File: config.mk
export PLATFORM = sky130hd
export DESIGN_NAME = core_seq
export DESIGN_NICKNAME = d
export VERILOG_FILES = /design/src/rtl/core_pkg.sv /design/src/rtl/lat_timer.sv /design/src/rtl/core_seq.sv
export SDC_FILE = /design/constraint.sdc
export NUM_CORES = 1
export LEC_CHECK = 0
export ABC_AREA = 1
export BUFFER_PORTS_ARGS = -buffer_cell sky130_fd_sc_hd__buf_2
export CAP_MARGIN = 15
export CORE_MARGIN = 5
export CORE_UTILIZATION = 42
export CTS_CLUSTER_DIAMETER = 120
export CTS_CLUSTER_SIZE = 25
export DETAILED_ROUTE_END_ITERATION = 6
export GPL_TIMING_DRIVEN = 0
export PLACE_DENSITY = 0.7
export SLEW_MARGIN = 0
export SYNTH_ARGS = -nofsm -noshare
export SYNTH_HDL_FRONTEND = slang
export SYNTH_HIERARCHICAL = 1
export SYNTH_SLANG_ARGS = --single-unit
File: constraint.sdc
create_clock -name clk -period 4.9 [get_ports clk]
set_clock_uncertainty 0.1 [all_clocks]
set_input_delay 0.98 -clock clk [delete_from_list [all_inputs] [get_ports clk]]
set_output_delay 0.98 -clock clk [all_outputs]
set_load 0.05 [all_outputs]
File: src/rtl/core_pkg.sv
// Shared definitions for the core sequencer: one-hot phase codes, instruction
// classes, memory latency bound and the registered strobe bundle.
package core_pkg;

  localparam int MEM_LAT_MAX = 7;

  // One-hot phase codes; bit 7 is deliberately unused.
  typedef enum logic [9:0] {
    PH_START  = 10'h001,
    PH_WAIT   = 10'h002,
    PH_FETCH  = 10'h004,
    PH_DECODE = 10'h008,
    PH_EXEC   = 10'h010,
    PH_FPEXEC = 10'h020,
    PH_WRITE  = 10'h040,
    PH_LOAD   = 10'h100,
    PH_STORE  = 10'h200
  } phase_t;

  typedef enum logic [2:0] {
    OP_ALU   = 3'd0,
    OP_FPU   = 3'd1,
    OP_LOAD  = 3'd2,
    OP_STORE = 3'd3,
    OP_JUMP  = 3'd4,
    OP_HALT  = 3'd5
  } op_class_t;

  typedef struct packed {
    logic fetch_en;
    logic decode_en;
    logic exec_en;
    logic fpu_start;
    logic wb_en;
    logic mem_en;
    logic mem_we;
    logic pc_inc;
    logic pc_load;
    logic halted;
  } strobes_t;

  // Strobe values for the phase about to be entered, so they line up with mode.
  function automatic strobes_t strobes_for(phase_t nxt, logic entry, logic jump_entry);
    strobes_t s;
    s           = '0;
    s.fetch_en  = (nxt == PH_FETCH);
    s.decode_en = (nxt == PH_DECODE);
    s.exec_en   = (nxt == PH_EXEC);
    s.fpu_start = (nxt == PH_FPEXEC) && entry;
    s.wb_en     = (nxt == PH_WRITE);
    s.mem_en    = (nxt == PH_LOAD) || (nxt == PH_STORE);
    s.mem_we    = (nxt == PH_STORE);
    s.pc_inc    = (nxt == PH_WRITE) || (nxt == PH_STORE);
    s.pc_load   = (nxt == PH_EXEC) && jump_entry;
    s.halted    = (nxt == PH_WAIT);
    return s;
  endfunction

endpackage

File: src/rtl/lat_timer.sv
// Loadable 3-bit down-counter; done is high once the count has reached zero.
module lat_timer (
  input  logic       clk,
  input  logic       rstn,
  input  logic       load,
  input  logic [2:0] value,
  output logic       done
);

  logic [2:0] count;

  // NOTE: sequential state uses non-blocking assignment so every flop samples pre-edge values.
  always_ff @(posedge clk or negedge rstn) begin
    if (!rstn)
      count <= '0;
    else if (load)
      count <= value;
    else if (count != 3'd0)
      count <= count - 3'd1;
  end

  assign done = (count == 3'd0);

endmodule

File: src/rtl/core_seq.sv
// Instruction-phase sequencer: steps START/FETCH/DECODE/execute phases and
// emits registered one-hot mode plus unit strobes aligned with it.
module core_seq
  import core_pkg::*;
#(
  parameter int START_WAIT = 11,
  parameter int MEM_LAT    = 2
) (
  input  logic        clk,
  input  logic        rstn,
  input  logic        run,
  input  logic [2:0]  op_class,
  input  logic        fpu_done,
  output logic [9:0]  mode,
  output logic        fetch_en,
  output logic        decode_en,
  output logic        exec_en,
  output logic        fpu_start,
  output logic        wb_en,
  output logic        mem_en,
  output logic        mem_we,
  output logic        pc_inc,
  output logic        pc_load,
  output logic        halted,
  output logic        illegal,
  output logic [31:0] instret
);

  localparam logic [2:0] LAT_LOAD = 3'(MEM_LAT - 1);

  phase_t     state, nxt, boundary;
  logic [9:0] start_cnt;
  logic       jump, need_low, retire, tmr_done;
  strobes_t   strb;

  // Timer reloads in every phase except the two that consume it.
  lat_timer u_timer (
    .clk   (clk),
    .rstn  (rstn),
    .load  (state != PH_FETCH && state != PH_LOAD),
    .value (LAT_LOAD),
    .done  (tmr_done)
  );

  assign boundary = run ? PH_FETCH : PH_WAIT;
  assign retire   = (state == PH_WRITE) || (state == PH_STORE) || (state == PH_EXEC && jump);

  // NOTE: default assignment first keeps this block free of inferred latches.
  always_comb begin
    nxt = state;
    case (state)
      PH_START:  if (start_cnt == 10'(START_WAIT)) nxt = boundary;
      PH_WAIT:   if (run && !need_low) nxt = PH_FETCH;
      PH_FETCH:  if (tmr_done) nxt = PH_DECODE;
      PH_DECODE: begin
        case (op_class)
          OP_ALU, OP_JUMP: nxt = PH_EXEC;
          OP_FPU:          nxt = PH_FPEXEC;
          OP_LOAD:         nxt = PH_LOAD;
          OP_STORE:        nxt = PH_STORE;
          default:         nxt = PH_WAIT;
        endcase
      end
      PH_EXEC:   nxt = jump ? boundary : PH_WRITE;
      PH_FPEXEC: if (fpu_done) nxt = PH_WRITE;
      PH_LOAD:   if (tmr_done) nxt = PH_WRITE;
      PH_STORE,
      PH_WRITE:  nxt = boundary;
      default:   nxt = PH_START;
    endcase
  end

  // NOTE: registered outputs are cleared by the async reset, so strobes drop without a clock.
  always_ff @(posedge clk or negedge rstn) begin
    if (!rstn) begin
      state     <= PH_START;
      start_cnt <= '0;
      jump      <= 1'b0;
      need_low  <= 1'b0;
      illegal   <= 1'b0;
      instret   <= '0;
      strb      <= '0;
    end else begin
      state <= nxt;
      strb  <= strobes_for(nxt, state != nxt, state == PH_DECODE && op_class == OP_JUMP);
      if (state == PH_START && nxt == PH_START)
        start_cnt <= start_cnt + 10'd1;
      if (state == PH_DECODE) begin
        jump <= (op_class == OP_JUMP);
        if (nxt == PH_WAIT)
          need_low <= 1'b1;
        if (op_class > 3'(OP_HALT))
          illegal <= 1'b1;
      end
      // After HALT/illegal, WAIT must see run low before it may restart.
      if (state == PH_WAIT && !run)
        need_low <= 1'b0;
      if (retire)
        instret <= instret + 32'd1;
    end
  end

  assign mode      = state;
  assign fetch_en  = strb.fetch_en;
  assign decode_en = strb.decode_en;
  assign exec_en   = strb.exec_en;
  assign fpu_start = strb.fpu_start;
  assign wb_en     = strb.wb_en;
  assign mem_en    = strb.mem_en;
  assign mem_we    = strb.mem_we;
  assign pc_inc    = strb.pc_inc;
  assign pc_load   = strb.pc_load;
  assign halted    = strb.halted;

endmodule

== Word level (Yosys, flattened, before mapping) ==
Cells that the tools add are included.

* Reduce and logical (&&, ||, !) cells: 24
* Eq/ne operators: 26
* Magnitude comparators: 1
* Multiplexer cells: 14
* Add/sub/neg operators: 3

{| class="wikitable"
|+ Operators with widths
! operator !! number
|-
| one-hot mux 10 bit (8 select lines) || 1
|-
| 2-to-1 mux 10 bit || 5
|-
| one-hot mux 10 bit (4 select lines) || 1
|-
| adder 32 x 1 -> 32 bit, second input constant || 1
|-
| == test 10 x 4 -> 1 bit, second input constant || 3
|-
| == test 10 x 1 -> 1 bit, second input constant || 2
|-
| == test 10 bit, second input constant || 2
|-
| == test 10 x 2 -> 1 bit, second input constant || 2
|-
| == test 10 x 3 -> 1 bit, second input constant || 2
|-
| == test 10 x 5 -> 1 bit, second input constant || 2
|-
| == test 10 x 6 -> 1 bit, second input constant || 2
|-
| == test 10 x 7 -> 1 bit, second input constant || 2
|-
| == test 10 x 9 -> 1 bit, second input constant || 2
|-
| adder 10 x 1 -> 10 bit, second input constant || 1
|-
| != test 10 bit || 1
|-
| != test 10 x 3 -> 1 bit, second input constant || 1
|-
| != test 10 x 9 -> 1 bit, second input constant || 1
|-
| 2-to-1 mux 3 bit || 3
|-
| logical AND 1 bit || 8
|-
| 2-to-1 mux 7 bit || 1
|-
| == test 3 x 2 -> 1 bit, second input constant || 2
|-
| logical NOT 3 bit || 2
|-
| nonzero test 2 bit || 3
|-
| logical OR 1 bit || 4
|-
| other kinds (9) || 14
|}

* Output and inout port bits: 53
* Input bits: 7
* Bits in registers: 68

== Logic depth before layout (Yosys ltp) ==
Gate-level depths: netlist (run 1).

* Depth after elaboration: 8
* Depth in mapped cells: 11

== Cells and area by module ==
The synthesis (run 1) kept the hierarchy.

{| class="wikitable"
|+ By module, submodules not included
! module !! instances !! sequential area each (um^2) !! area an instance (um^2) !! cells each
|-
| core_seq || 1 || 1627.8 || 3712.3 || 488
|-
| lat_timer || 1 || 75.1 || 207.7 || 32
|}

== Least setup slack after synthesis (run 1) ==
OpenSTA, ideal clock, no wires.

* Kind: reg2reg
* Start point: reg instret[0]
* End point: reg instret[16]
* Data arrival time: 1.747 ns
* Path buffers: 0
* Setup slack: 2.970 ns
* Clock period less this slack: 1.930 ns
* Stages on the path, launching flop included: 7
* Cell sequence: dfrtp_1 -> ha_1 -> nand3_1 -> nor3_1 -> nand3_1 -> xor2_1 -> o21ai_0

* Cells in the longest elaborated chain, start to end: 1

{| class="wikitable"
|+ RTL lines
! element !! RTL line !! source
|-
| start, declared || core_seq.sv:26 || <nowiki>output logic [31:0] instret</nowiki>
|-
| start signal, assigned || core_seq.sv:99 || <nowiki>instret <= instret + 32'd1;</nowiki>
|-
| adder 32 x 1 -> 32 bit || core_seq.sv:99 ||
|}

No other way between the ends.
A chain may end at the register's enable or synchronous reset.

== Worst setup path in the final report (run 1) ==
* Start point: reg state[0], in the netlist mode[0]
* End point: out mode[0]

{| class="wikitable"
|+ RTL lines
! element !! RTL line !! source
|-
| start, declared || core_seq.sv:31 || <nowiki>phase_t state, nxt, boundary;</nowiki>
|-
| start signal, assigned || core_seq.sv:84 || <nowiki>state <= nxt;</nowiki>
|-
| end, declared || core_seq.sv:14 || <nowiki>output logic [9:0] mode,</nowiki>
|}

No word-level cell between the ends.

==> impl_metrics.tcl, run 1 <==
set metrics [dict create \
    core_area_um2 9153 \
    period_share_pct 47.23 \
    synth_top_cell_area_share_pct 42.77 \
    cts_made_buffers 9 \
    gp_congestion 0.8886 \
    yosys.area_share.simple_pct 34.70 \
    power.density_nw_per_um2 273.8 \
    grt_pass1_wl_um 16330 \
    avgSynthCellArea_um2 7.538 \
    critPathLaunch "mode[0]" \
    wire_per_inst_um 13.61 \
    synth_compound_area_share_pct 4.373 \
    clock_latency_ns 0.35 \
    htree_levels 3 \
    synth-xor-area-share_pct 8.267 \
    synthFlopType "dfrtp_1" \
    syn_to_final_growth_pct 15.64 \
    regArea_um2 1703 \
    hp-class "register to register" \
    synth_area_leaders "dfrtp_1, nand2_1, xor2_1" \
    syn-cell-area_um2 3920 \
    synth_top_area_cell "dfrtp_1" \
    multi_input_area_um2 1921 \
    final_layout_size_suffix_gt1_share_pct 17.62 \
    timing.rr.start "instret[0]" \
    die_w_um 106.6 \
    rrSetupSlack_ns 3.02 \
    crit_path_max_incr_delay_ns 0.61 \
    cts_tree "yes" \
    drc 0 \
    cts_resized 0 \
    die-area_um2 11370 \
    antenna_found_initial 0 \
    rsz0062_at_grt "false" \
    cap_violations 0 \
    tightestPinTransition_ns 0.8528 \
    ys_seq_elements 68 \
    setup_violations 0 \
    crit_buf_inv 1 \
    grt.total_usage_pct 17.75 \
    worst_ep_arrival_time_ns 1.23 \
    endpoint "mode[0]" \
    postCtsHoldBufs 0 \
    diodes 0 \
    die_y_um 106.6 \
    power_leakage_nw 2.338 \
    viasPerCell 4.997 \
    finalPower_mw 1.241 \
    post-cts-setup-buffer-count 0 \
    synthCells 520 \
    muxShareOfSynthArea_pct 0 \
    hold_viol 0 \
    cts_buffer_depth 2 \
    grt_pass1_vias 3494 \
    cp-end-kind "output pin" \
    yosys_warnings 6 \
    path_delay_family "flip-flops" \
    final_max_slew_viol_count 0 \
    nNetsFinal 603 \
    clkTransAtPathRegs_ns 0.07 \
    crit_fanout 6 \
    whs_ns 0.3817 \
    overflow 0 \
    synth_cell_types 35 \
    drtIter0Drc 135 \
    start_util_pct 42.83 \
    clock-root-buffer "clkbuf_8" \
    post-place-cells 692 \
    synthArstFlopShare_pct 100.0 \
    synth_enable_flop_cells 0 \
    rows 35 \
    crit_type "register to output pin" \
    critical_path_depth 1 \
    cp.required_ns 3.82 \
    path_cells "buf_2" \
    layout.cells.non_filler 707 \
    final.min_clock_period_ns 2.314 \
    ant_nets 0 \
    r2r_cells 6 \
    outcome "completed" \
    synth_seq_area_share_pct 43.44 \
    relSlewSlack_pct 43.15 \
    cp-start-kind "register" \
    synthTopCellsByCount "nand2_1, dfrtp_1, inv_1, nor2_1, nand3_1" \
    drt-pass1-iter-count 4 \
    placement.io_buffers 59 \
    synth.most_common_cell "nand2_1" \
    grt_start_max_net_pins 69 \
    dp_hpwl_um 7316 \
    synth_fa_ha_area_share_pct 1.277 \
    crit_slowest_cell "dfstp_2" \
    fillers 911 \
    cts_sinks 68 \
    postRouteWirelength_um 9623 \
    pin_count 60 \
    ir_drop_mv 0.2027 \
    timing.rr.end "instret[16]" \
    synth_top_family_by_area "simple AND/OR/NAND/NOR gates" \
    max_freq_mhz 432.1 \
    num_vias 3533 \
    final_core_util_pct 49.53 \
    fin_tns_setup_ns 0 \
]
==> layer usage <==
metal / track usage [%] / part of all wire, % / vias to the layer above
met5: 0 / 0 / -
met4: 6.210 / 2.4 / 0
met3: 3.552 / 3.6 / 26
met2: 31.21 / 50 / 85
met1: 21.59 / 44 / 1653
li1: - / - / 1769
==> flip-flops by register name (all words and copies together), names as in the netlist <==
signal and count:
pc_inc 1, start_cnt 10, fetch_en 1, halted 1
u_timer/count 3, instret 32, jump 1, decode_en 1
illegal 1, mem_en 1, need_low 1, fpu_start 1
exec_en 1, pc_load 1, wb_en 1, mem_we 1
mode 10
==> through the flow <==
step | setup WS [ns] | cell area, um^2
global route | 2.538 | 4533
detailed placement | 2.803 | 4364
finish | 2.586 | 4533
global placement | 2.433 | 4362
floorplan | 2.970 | 3928
CTS | 2.577 | 4533
==> report_power, final <==
group / switching (mW) / internal, mW / total (mW) / leakage, nW
Sequential: 0.0298 / 0.594 / 0.624 / 0.927
Combinational: 0.141 / 0.0586 / 0.199 / 1.32
Clock: 0.210 / 0.208 / 0.418 / 0.0893
Total: 0.381 / 0.861 / 1.24 / 2.34
==> cells by family after synthesis <==
family / after synthesis
compound gates: 30
xor+xnor: 37
fa+ha+maj: 4
buf+inv: 76
flops: 68
other cells: 2
simple gates: 303
==> cells in the final DEF (no fill, tap or decap), drive strengths merged, types with 4 or more instances in the layout <==
cell,count
conb,4
xor2,33
inv,71
clkbuf,13
ha,4
nand3,40
o21ai,21
nand2,162
nor2,67
nand4,8
dfrtp,67
buf,64
nor3,21
xnor2,4
==> worst min-delay path by stage <==
stage          depth (start not counted)  slack (ns)              from          endpoint
2_1_floorplan                          2        0.33          need_low          need_low
3_3_place_gp                           2        0.35          need_low          need_low
3_5_place_dp                           1        0.36           illegal           illegal
4_1_cts                                1        0.38           illegal           illegal
5_1_grt                                2        0.43  u_timer/count[1]  u_timer/count[1]
6_report                               1        0.38           illegal           illegal
==> area by class of cell <==
cell class	instances	share of cell area, %
well taps	111	3.064
clock buffers	13	3.505
plain buffers	5	0.8280
clock inverters	2	0.2208
flip-flops and latches	68	37.57
repair buffers	59	6.569
multi-input cells	378	42.37
inverters	71	5.879
Power figures use the tool's default switching activity.
==> run 2: changes to the inputs <==
--- a/config.mk
+++ b/config.mk
@@ -5,7 +5,7 @@
 export SDC_FILE = /design/constraint.sdc
 export NUM_CORES = 1
 export LEC_CHECK = 0
-export ABC_AREA = 1
+export ABC_AREA = 0
 export BUFFER_PORTS_ARGS = -buffer_cell sky130_fd_sc_hd__buf_2
 export CAP_MARGIN = 15
 export CORE_MARGIN = 5
@@ -14,7 +14,7 @@
 export CTS_CLUSTER_SIZE = 25
 export DETAILED_ROUTE_END_ITERATION = 6
 export GPL_TIMING_DRIVEN = 0
-export PLACE_DENSITY = 0.7
+export PLACE_DENSITY = 0.73
 export SLEW_MARGIN = 0
 export SYNTH_ARGS = -nofsm -noshare
 export SYNTH_HDL_FRONTEND = slang
==> constraint.sdc (replaced) <==
create_clock -name clk -period 2 [get_ports clk]
set_clock_uncertainty 0.1 [all_clocks]
set_input_delay 0.4 -clock clk [delete_from_list [all_inputs] [get_ports clk]]
set_output_delay 0.4 -clock clk [all_outputs]
set_load 0.05 [all_outputs]
==> run 2 against run 1 <==
- the run now ends with negative setup slack left
- synthesized area decreased by 16%
- register-to-register slack worse by 3.3 ns
- clock power grew to 2.7 times the previous value
- wire length decreased by 19%
- combinational power grew 130%
- via count decreased by 24%
- critical path depth is 6 higher
- flip-flop and latch count unchanged
==> impl_metrics.tcl, run 2 <==
set metrics [dict create \
    outcome "finished with violations" \
    violations "negative setup slack" \
    max_freq_mhz 448.3 \
    final_layout_size_suffix_gt1_share_pct 46.10 \
    clkTransAtPathRegs_ns 0.07 \
    cts_sinks 68 \
    ir_drop_mv 0.3827 \
    synth_top_cell_area_share_pct 50.76 \
    synth_seq_area_share_pct 51.55 \
    drc 0 \
    final_max_slew_viol_count 0 \
    grt_use_met2_pct 26.21 \
    cp-start-kind "register" \
    grt_pass1_wl_um 12910 \
    fin_ws_ns -0.2305 \
    synth.most_common_cell "dfrtp_1" \
    synth_enable_flop_cells 0 \
    cts_buffer_depth 2 \
    synth_area_leaders "dfrtp_1, xor2_1, xnor2_1" \
    hold_viol 0 \
    dp_hpwl_um 4779 \
    final_common_cell "buf_2" \
    viasPerCell 5.260 \
    grtUsageMet1_pct 21.07 \
    nNetsFinal 416 \
    setup_violations 30 \
    start_util_pct 42.97 \
    ant_nets 0 \
    clock-root-buffer "clkbuf_8" \
    rsz0062_at_grt "true" \
    grt.total_usage_pct 16.34 \
    synthArstFlopShare_pct 100.0 \
    die-area_um2 9739 \
    core_area_um2 7687 \
    crit_type "register to register" \
    placement.io_buffers 58 \
    largest_reg_flops 32 \
    antenna_found_initial 0 \
    die_y_um 98.69 \
    drtIter0Drc 82 \
    grt_start_max_net_pins 69 \
    whs_ns 0.05984 \
    crit_fanout 4 \
    final.min_clock_period_ns 2.230 \
    htree_levels 3 \
    tightestPinTransition_ns 0.8653 \
    synth_cell_types 59 \
    layout_common_cells "buf_2, dfrtp_1, buf_4" \
    regMostFlops "instret" \
    pin_count 60 \
    rows 32 \
    final_core_util_pct 58.82 \
    grt_pass1_vias 2705 \
    postRouteWirelength_um 7761 \
    drt-pass1-iter-count 6 \
    cts_made_buffers 9 \
    grtUsageMet3_pct 4.246 \
    diodes 0 \
    synth_top_area_cell "dfrtp_1" \
    fillers 639 \
    power_leakage_nw 2.445 \
    die_w_um 98.69 \
    overflow 0 \
    cap_violations 0 \
    wire_per_inst_um 15.16 \
    cts_tree "yes" \
    synthFlopType "dfrtp_1" \
    period_share_pct 111.5 \
    power.density_nw_per_um2 686.7 \
    syn-cell-area_um2 3303 \
    synthCells 301 \
    worst_ep_arrival_time_ns 2.39 \
    cp.required_ns 2.16 \
    postCtsHoldBufs 0 \
    avgSynthCellArea_um2 10.97 \
    ys_seq_elements 68 \
    hp-class "input port to async pin" \
    clock_latency_ns 0.35 \
    yosys_warnings 6 \
    cp-end-kind "register" \
    syn_to_final_growth_pct 36.89 \
    r2r_cells 7 \
    relSlewSlack_pct 42.31 \
    busiest_layer "met2" \
    synthTopCellsByCount "dfrtp_1, xor2_1, nor2_1, nand2_1, xnor2_1" \
    num_vias 2693 \
    gp_congestion 0.7600 \
]
## run 2: cell types whose count changed in the layout (fill, tap and decap cells not counted), moves of 5 or more
cell and delta:
buf_4 +31, buf_6 +5, nor3_4 +7, nand3_1 -27, o21ai_0 -17, and3_1 +7, inv_1 -54, nor3_1 -14
xor2_1 -5, nor2_1 -46, dfrtp_2 +11, dfrtp_1 -11, nand2_1 -138, xnor2_1 +7
## run 2: worst paths after layout
kind                          endpoint  slack, ns   startpoint
max reg2reg                instret[31]      -0.23      mode[3]
max                        instret[31]      -0.23      mode[3]
min in group clk               pc_load       0.20  op_class[0]
min                        instret[26]       0.06         rstn
max in group asynchronous      mode[1]       1.11         rstn
min reg2reg                instret[31]       0.36  instret[31]
## run 2: report_power, final
| part | internal (mW) | switching, mW | total (mW) |
|---|---|---|---|
| Sequential | 1.45 | 0.0681 | 1.52 |
| Combinational | 0.235 | 0.229 | 0.464 |
| Clock | 0.576 | 0.543 | 1.12 |
## run 2: metrics by stage
stage | area [um^2] | cells | total power, mW | setup slack, ns | setup TNS (ns)
after detailed placement | 3771 | 463 | 1.884 | -0.4563 | -11.67
after floorplan | 3351 | 303 | 1.782 | -0.3392 | -9.268
after CTS | 4273 | 499 | 3.103 | -0.3229 | -7.406
after global routing | 4522 | 512 | 3.247 | -0.3282 | -6.979
after global placement | 3769 | 463 | 1.873 | -0.4296 | -10.78
final | 4522 | 512 | 3.105 | -0.2305 | -3.909
## run 2: logic make-up after synthesis
kind of cell / after synthesis / share of synthesized area (%)
simple gates: 135 / 25.15
flops: 68 / 51.55
xor+xnor: 43 / 11.40
compound gates: 26 / 5.834
buf+inv: 21 / 3.636
fa+ha+maj: 4 / 1.515
other cells: 2 / 0.2274
mux: 2 / 0.6818
## run 2: worst max-delay path: stages, from the launching register on
cell	delay, ns
dfrtp_2	0.40
or4_4	0.54
nor4_4	0.24
buf_4	0.18
nand4_1	0.19
buf_4	0.23
nor3_4	0.11
xor2_1	0.15
## run 2: layer usage
layer | vias to the layer above | wire length (um)
met4 | 0 | 152
met3 | 17 | 425
met1 | 1342 | 3222
met5 | - | 0
met2 | 70 | 3961
li1 | 1264 | -
## run 2: area by class of cell
| class | count | area (um^2) | area share [%] |
|---|---|---|---|
| inverters | 13 | 48.80 | 1.079 |
| flip-flops and latches | 68 | 1717 | 37.96 |
| clock buffers | 10 | 127.6 | 2.822 |
| plain buffers | 7 | 67.56 | 1.494 |
| clock inverters | 6 | 65.06 | 1.439 |
| multi-input cells | 215 | 1821 | 40.26 |
| well taps | 102 | 127.6 | 2.822 |
| repair buffers | 91 | 548.0 | 12.12 |
## run 2: what timing repair did
item | 4_1_cts | 5_1_grt
pin swaps | 32 | 15
setup endpoints to repair | 49 | 49
cloned | 2 | 0
gates resized for setup | 30 | 32
setup buffers | 19 | 13
